**config.mk**
```make
export PLATFORM = sky130hd
export DESIGN_NAME = i2c_wr_master
export DESIGN_NICKNAME = d
export VERILOG_FILES = /design/src/rtl/i2c_wr_master.sv
export SDC_FILE = /design/constraint.sdc
export NUM_CORES = 1
export LEC_CHECK = 0
export BUFFER_PORTS_ARGS = -buffer_cell sky130_fd_sc_hd__buf_2
export CORE_MARGIN = 5
export CORE_UTILIZATION = 60
export CTS_CLUSTER_DIAMETER = 50
export CTS_CLUSTER_SIZE = 40
export DETAILED_ROUTE_END_ITERATION = 6
export GPL_ROUTABILITY_DRIVEN = 0
export PLACE_DENSITY = 0.82
export RECOVER_POWER = 25
export SLEW_MARGIN = 20
export SYNTH_ARGS = -nofsm -noshare
export SYNTH_HDL_FRONTEND = slang
export SYNTH_SLANG_ARGS = --single-unit
```
**constraint.sdc**
```tcl
create_clock -name clk -period 6.3 [get_ports clk]
set_input_delay 1.26 -clock clk [delete_from_list [all_inputs] [get_ports clk]]
set_output_delay 1.26 -clock clk [all_outputs]
set_load 0.1 [all_outputs]
```
**src/rtl/i2c_wr_master.sv**
```systemverilog
// Write-only two-wire master: sends {DEV_ADDR,0}, data[15:8], data[7:0] per request.
// Every non-idle state lasts one slot of four QDIV-cycle quarters.
//
//  state | meaning
//  IDLE  | bus released, waiting for i2c_exec
//  START | SDA falls while SCL high
//  BYTE  | one data bit per slot, MSB first
//  ACK   | SDA released, slave ACK sampled late in SCL high
//  STOP  | SDA rises while SCL high, then i2c_done
module i2c_wr_master #(
    parameter logic [6:0] DEV_ADDR = 7'h1A,
    parameter logic [7:0] QDIV     = 8'd50
) (
    input  logic        clk,
    input  logic        sys_rst,
    input  logic        i2c_exec,
    input  logic [15:0] i2c_data,
    input  logic        sda_in,
    output logic        scl,
    output logic        sda_oe,
    output logic        i2c_done,
    output logic        i2c_ack,
    output logic        busy
);

    typedef enum logic [2:0] {IDLE, START, BYTE, ACK, STOP} state_t;

    state_t      state, state_nx;
    logic [7:0]  qcnt, qcnt_nx;
    logic [1:0]  quarter, quarter_nx;
    logic [2:0]  bit_idx, bit_idx_nx;
    logic [1:0]  byte_idx, byte_idx_nx;
    logic [15:0] data_q, data_nx;
    logic        nack_smp, nack_smp_nx;
    logic        scl_nx, sda_oe_nx, done_nx, ack_nx, busy_nx;
    logic [7:0]  cur_byte;
    logic        q_end, slot_end;

    assign q_end    = (qcnt == QDIV - 8'd1);
    assign slot_end = q_end && (quarter == 2'd3);

    always_ff @(posedge clk or negedge sys_rst) begin
        if (!sys_rst) begin
            state    <= IDLE;
            qcnt     <= 8'd0;
            quarter  <= 2'd0;
            bit_idx  <= 3'd7;
            byte_idx <= 2'd0;
            data_q   <= 16'd0;
            nack_smp <= 1'b0;
            scl      <= 1'b1;
            sda_oe   <= 1'b0;
            i2c_done <= 1'b0;
            i2c_ack  <= 1'b0;
            busy     <= 1'b0;
        end else begin
            state    <= state_nx;
            qcnt     <= qcnt_nx;
            quarter  <= quarter_nx;
            bit_idx  <= bit_idx_nx;
            byte_idx <= byte_idx_nx;
            data_q   <= data_nx;
            nack_smp <= nack_smp_nx;
            scl      <= scl_nx;
            sda_oe   <= sda_oe_nx;
            i2c_done <= done_nx;
            i2c_ack  <= ack_nx;
            busy     <= busy_nx;
        end
    end

    always_comb begin
        state_nx    = state;
        qcnt_nx     = qcnt;
        quarter_nx  = quarter;
        bit_idx_nx  = bit_idx;
        byte_idx_nx = byte_idx;
        data_nx     = data_q;
        nack_smp_nx = nack_smp;
        done_nx     = 1'b0;
        ack_nx      = i2c_ack;
        busy_nx     = busy;

        if (state != IDLE) begin
            if (q_end) begin
                qcnt_nx    = 8'd0;
                quarter_nx = quarter + 2'd1;
            end else begin
                qcnt_nx = qcnt + 8'd1;
            end
        end

        case (state)
            IDLE: begin
                if (i2c_exec) begin
                    state_nx   = START;
                    data_nx    = i2c_data;
                    ack_nx     = 1'b0;
                    busy_nx    = 1'b1;
                    qcnt_nx    = 8'd0;
                    quarter_nx = 2'd0;
                end
            end
            START: begin
                if (slot_end) begin
                    state_nx    = BYTE;
                    byte_idx_nx = 2'd0;
                    bit_idx_nx  = 3'd7;
                end
            end
            BYTE: begin
                if (slot_end) begin
                    if (bit_idx == 3'd0) state_nx = ACK;
                    else                 bit_idx_nx = bit_idx - 3'd1;
                end
            end
            ACK: begin
                if (quarter == 2'd2 && q_end) nack_smp_nx = sda_in;
                if (slot_end) begin
                    if (nack_smp) begin
                        ack_nx   = 1'b1;
                        state_nx = STOP;
                    end else if (byte_idx == 2'd2) begin
                        state_nx = STOP;
                    end else begin
                        byte_idx_nx = byte_idx + 2'd1;
                        bit_idx_nx  = 3'd7;
                        state_nx    = BYTE;
                    end
                end
            end
            STOP: begin
                if (slot_end) begin
                    state_nx = IDLE;
                    done_nx  = 1'b1;
                    busy_nx  = 1'b0;
                end
            end
            default: state_nx = IDLE;
        endcase

        // Pad levels are derived from the next state so they stay registered and aligned.
        cur_byte = {DEV_ADDR, 1'b0};
        case (byte_idx_nx)
            2'd1:    cur_byte = data_nx[15:8];
            2'd2:    cur_byte = data_nx[7:0];
            default: cur_byte = {DEV_ADDR, 1'b0};
        endcase

        scl_nx    = 1'b1;
        sda_oe_nx = 1'b0;
        case (state_nx)
            START: sda_oe_nx = quarter_nx[1];
            BYTE: begin
                scl_nx    = quarter_nx[1];
                sda_oe_nx = ~cur_byte[bit_idx_nx];
            end
            ACK:   scl_nx = quarter_nx[1];
            STOP: begin
                scl_nx    = quarter_nx[1];
                sda_oe_nx = (quarter_nx != 2'd3);
            end
            default: ;
        endcase
    end

endmodule

```
# After elaboration in Yosys (flattened, before gate mapping)
# Cells that the tools add are included.
[word_totals] regBits=40 in_bits=20 output_inout_bits=5 wordCells=93
[op_classes] n_addsub=4 n_lt_le_gt_ge=1 eq_ne=19 mux=45 bitwise_logic=1 reduce_logical=11
[op_table] op="$mux 3" n=14
[op_table] op="$mux 16" n=2
[op_table] op="$mux 8" n=4
[op_table] op="$mux 2" n=8
[op_table] op="$pmux 8 s2" n=1
[op_table] op="$pmux 3 s5" n=1
[op_table] op="$eq 3x2->1 const B" n=4
[op_table] op="$ne 2x2->1 const B" n=5
[op_table] op="$mux 1" n=9
[op_table] op="$pmux 3 s3" n=1
[op_table] op="$add 8x1->8 const B" n=1
[op_table] op="$eq 2x2->1 const B" n=4
[op_table] op="$eq 8x6->1 const B" n=1
[op_table] op="$eq 3x1->1 const B" n=2
[op_table] op="$eq 3x3->1 const B" n=2
[op_table] op="$logic_not 3->1" n=2
[op_table] op="$add 2x1->2 const B" n=2
[op_table] op="$lt 3x4->1 const B" n=1
[op_table] op="$pmux 1 s2" n=2
[op_table] op="$pmux 2 s2" n=1
[op_table] op="$reduce_and 4->1" n=1
[op_table] op="$reduce_bool 2->1" n=2
[op_table] op="$bmux 1 s3" n=1
[op_table] op="$pmux 1 s3" n=1
[op_table] op="other kinds (8)" n=9

# Depth between registers and ports, before layout
[depth] ltp_word=11 depth_mapped=17 ltp_nobuf=15

# Worst setup path after synthesis
# OpenSTA, ideal clock, no wires.
[synth_timing] path_kind="register to register" start="register qcnt[1]" end="register sda_oe" setup_ns=0.136 arrival_ns=2.863 t_required_ns=6.164 setup_slack_ns=3.302 stages_incl_launch_ff=18 path_buffers=2 period_less_slack_ns=2.998 cell_sequence="dfrtp_1 -> inv_1 -> ha_1 -> nand4bb_1 -> or2_1 -> clkbuf_1 -> nor3_1 -> nand2_1 -> o21ai_0 -> a22oi_1 -> inv_1 -> ha_1 -> clkbuf_1 -> a22oi_1 -> mux2_1 -> or3_1 -> nand4b_1 -> nand4_1"
[synth_via] elab_chain_len=10 elab_cells_between_ends=29 classes_between="eq/ne (7); mux (20); bitwise (1); reduce/logical (1)"
[synth_rtl] element="from (decl)" line_no="29" text="logic [7:0] qcnt, qcnt_nx;"
[synth_rtl] element="from (signal assigned)" line_no="58" text="qcnt <= qcnt_nx;"
[synth_rtl] element="$eq 8x6->1 *" line_no="39" text="assign q_end = (qcnt == QDIV - 8'd1);"
[synth_rtl] element="$logic_and 1x1->1 *" line_no="40" text="assign slot_end = q_end && (quarter == 2'd3);"
[synth_rtl] element="$mux 2 (on tied branches)" line_no="119, 105"
[synth_rtl] element="$pmux 2 s2 *" line_no="93" text="case (state)"
[synth_rtl] element="net byte_idx_nx[1]" line_no="32" text="logic [1:0] byte_idx, byte_idx_nx;"
[synth_rtl] element="$eq 2x2->1 / $eq 2x1->1 (equally long branches)" line_no="144" text="case (byte_idx_nx)"
[synth_rtl] element="$pmux 8 s2 *" line_no="144"
[synth_rtl] element="$bmux 1 s3 *" line_no="156" text="sda_oe_nx = ~cur_byte[bit_idx_nx];"
[synth_rtl] element="$mux 1 (not written as such) *" line_no="156"
[synth_rtl] element="$not 1->1 *" line_no="156"
[synth_rtl] element="$pmux 1 s3 *" line_no="152" text="case (state_nx)"
[synth_rtl] element="net sda_oe_nx" line_no="35" text="logic scl_nx, sda_oe_nx, done_nx, ack_nx, busy_nx;"
[synth_rtl] element="to (signal assigned)" line_no="65" text="sda_oe <= sda_oe_nx;"
[synth_rtl] element="to (decl)" line_no="20" text="output logic sda_oe,"
# Mark *: on every way through the listed nets, which the timed path passes. The rest lies on a longest branch. The select of a mux whose other input is x is not followed.
# A chain may end at the register's enable or synchronous reset.

# Worst setup path in the final report
# Ends and elaborated chain as after synthesis.

==> flow_summary.ini <==
[job]
maxCapViolCount = 1

[power_and_ir_drop]
p_leak_nw = 1.03
ir_drop_mv = 0.182
internal-power_mw = 0.485
switching_power_mw = 0.262
powerDensity_nw_per_um2 = 316
power_frac_comb_pct = 28.1
pwr-share-clk_pct = 22.9
swShare_pct = 35.1
finalPower_mw = 0.747
power_frac_seq_pct = 49.0

[cts]
cts.repair.resized = 0
htreeDepth = 2
numCtsBuffers = 5
cts_tree = yes
clock_sinks = 40
cts_buffer_depth = 2
clkLatencyLatePin_ns = 0.35
clockRootBuffer = clkbuf_4
path_clk_slew_ns = 0.12
cts_setup_buffers = 0
cts_hold_buf = 0

[synthesis]
synth_cell_types = 45
synth_nets = 230
synth_edf_count = 0
ys_seq_elements = 40
ys.flop_type = dfrtp_1
syn_area_um2 = 2140
ys_async_sr_fraction_pct = 100
synth_cells = 200
synth-seq-area-share_pct = 47.0
postSynthAreaPerCell_um2 = 10.7
ys_warn_count = 0

[worst_setup_path]
crit_fanout = 8
crit_path_start_kind = flop
required_ns = 6.53
crit_chain = inv_1, ha_1, nand4bb_1, or2_0, nor3_1, nand2_1, o21ai_0, a22oi_1, inv_1, ha_1, a22oi_1, mux2_1, or3_1, nand4b_1, nand4_1
crit_path_top_delay_cell = dfrtp_1
worstSetupPathType = flop to flop
cp.arrival_ns = 3.64
r2r-start = qcnt[1]
critical-path-max-stage-delay_ns = 0.42
cp_top_family = simple AND/OR/NAND/NOR gates
worst-path-buf-inv = 2
worstSetupStartpoint = qcnt[1]
cp-end-kind = flop

[floorplan]
floorplan.initialDensity_pct = 63.2
io_pins = 25
rows = 21
core_um2 = 3390
die_w_um = 69.8
chipHeight_um = 69.8
die-area_um2 = 4870

[routing]
wl_per_cell_um = 14.9
wirelength_um = 4040
vias_per_cell = 5.88
dr.pass1.iters = 4
drtIter0Drc = 125
vias = 1593
ant_nets = 0
drc = 0

[finish]
diodes = 0
drive_above_1_share_pct = 26.2
fin_cells = 271
nNetsFinal = 254
fin_util_pct = 69.8
area_delta_synth_final_pct = 10.5
nFillCells = 250
final_area_um2 = 2370

[timing]
fin_ws_ns = 2.89
fin_crit_sh_pct = 54.2
slew_headroom_pct = -36.6
timing.hold.ws_ns = 0.514
setup_violations = 0
slew_viol_final = 41
skew_ns = 0.0107
finalHoldViolCount = 0
tightestPinTransition_ns = 2.05
setup_tns_ns = 0
min_period_ns = 3.41
rsz0062_at_grt = false
max_freq_mhz = 293

[hold_path]
min-delay-start = data_q[2]
min_path_type = flop to flop

[status]
violations = capacitance limit, slew limit
status = finished with violations

[place]
place_inst = 262
dpl.hpwl_um = 3040
post_dp_cell_area_um2 = 2270
pre_cts_slack_ns = 2.68
port_buffers = 24

[global_route]
grt_pass1_wl_um = 7270
grt_usage_pct = 18.8
grt_max_degree = 41
grt-ovfl-total = 0
antenna_found_initial = 0
first_global_vias = 1626
## power groups by stage
| stage | logic, mW | clock network [mW] | registers (mW) |
|---|---|---|---|
| after global routing | 0.235 | 0.190 | 0.376 |
| after CTS | 0.212 | 0.174 | 0.365 |
| after floorplan | 0.135 | 0 | 0.388 |
| after detailed placement | 0.210 | 0 | 0.371 |
| after global placement | 0.199 | 0 | 0.367 |
| final | 0.210 | 0.171 | 0.366 |
## logic make-up (layout without fill, tap and decap cells)
| family | Yosys count | count (layout) | synth area share, % |
|---|---|---|---|
| buffers and inverters | 20 | 45 | 4.32 |
| AO/OA/AOI/OAI | 41 | 41 | 12.9 |
| adder cells (fa/ha/maj) | 10 | 10 | 5.84 |
| AND/OR/NAND/NOR | 64 | 64 | 17.3 |
| XOR/XNOR | 2 | 2 | 0.818 |
| multiplexers | 23 | 23 | 11.9 |
| flip-flops | 40 | 40 | 47.0 |
## state kept, by name, indices dropped and copies added (netlist names)
signal,cells
bit_idx,3
busy,1
byte_idx,2
data_q,16
i2c_ack,1
i2c_done,1
nack_smp,1
qcnt,8
quarter,2
scl,1
sda_oe,1
state,3
## layer usage
layer  GRT usage (%)  up-vias  wire, µm
met2            31.6       44      2040
met1            21.8      770      1690
met4            7.02        0        59
li1                -      770         -
met5               0        -         0
met3            6.96        9       260
## placed cells by master (no fill, tap or decap), types with 2 or more instances in the layout
master	n
nor2_1	18
nand2_1	14
o21ai_0	18
buf_2	23
and3_1	3
or3_1	3
inv_1	12
mux2_2	18
nand2b_1	3
nand4_1	5
nand4b_1	2
clkinv_4	2
a221oi_1	2
dfrtp_1	36
mux2i_1	4
o21ai_1	2
nor2b_1	4
ha_1	10
xor2_1	2
a22oi_1	7
nor3_1	4
clkbuf_4	5
dfstp_2	4
## worst reg2reg max path: cells and delay by family (launching register included)
family / cells / cell delay (ns)
AO/OA/AOI/OAI: 3 / 0.40
flip-flops: 1 / 0.42
multiplexers: 1 / 0.30
AND/OR/NAND/NOR: 7 / 1.48
buffers and inverters: 2 / 0.18
adder cells (fa/ha/maj): 2 / 0.51
## worst paths after layout
| path | endpoint | slack (ns) | depth (start not counted) |
|---|---|---|---|
| setup / recovery | sda_oe | 2.89 | 15 |
| hold / removal | data_q[2] | 0.51 | 1 |
| setup reg to reg | sda_oe | 2.89 | 15 |
| hold reg to reg | data_q[2] | 0.51 | 1 |
| max in group asynchronous | data_q[9] | 3.65 | 1 |
| min in group asynchronous | qcnt[6] | 1.48 | 1 |
## cells in the mapped netlist (2+ instances only)
cell	instances	area share [%]
a22oi_1	7	2.5
o21ai_0	18	4.2
nor2_1	18	3.2
clkbuf_1	4	0.70
or3_1	3	0.88
xor2_1	2	0.82
o21ai_1	2	0.47
mux2_2	18	9.5
nand2_1	14	2.5
nor2b_1	4	1.2
inv_1	12	2.1
nand4b_1	2	0.82
nand4_1	5	1.5
mux2i_1	4	1.9
a221oi_1	2	0.82
dfrtp_1	36	42
nor3_1	4	0.93
buf_6	2	1.1
nand2b_1	3	0.88
and3_1	3	0.88
dfstp_2	4	4.9
ha_1	10	5.8
## layout make-up
cell class                 count  area (µm²)  share of cell area (%)
sequential                    40        1010                    42.5
clock buffer                   5        37.5                    1.59
inverter                      12        45.0                    1.90
timing repair buffer          25         130                    5.50
tap                           46        57.6                    2.43
multi-input combinational    140        1040                    44.1
clock inverter                 3        47.5                    2.01
Power figures use the tool's default switching activity.
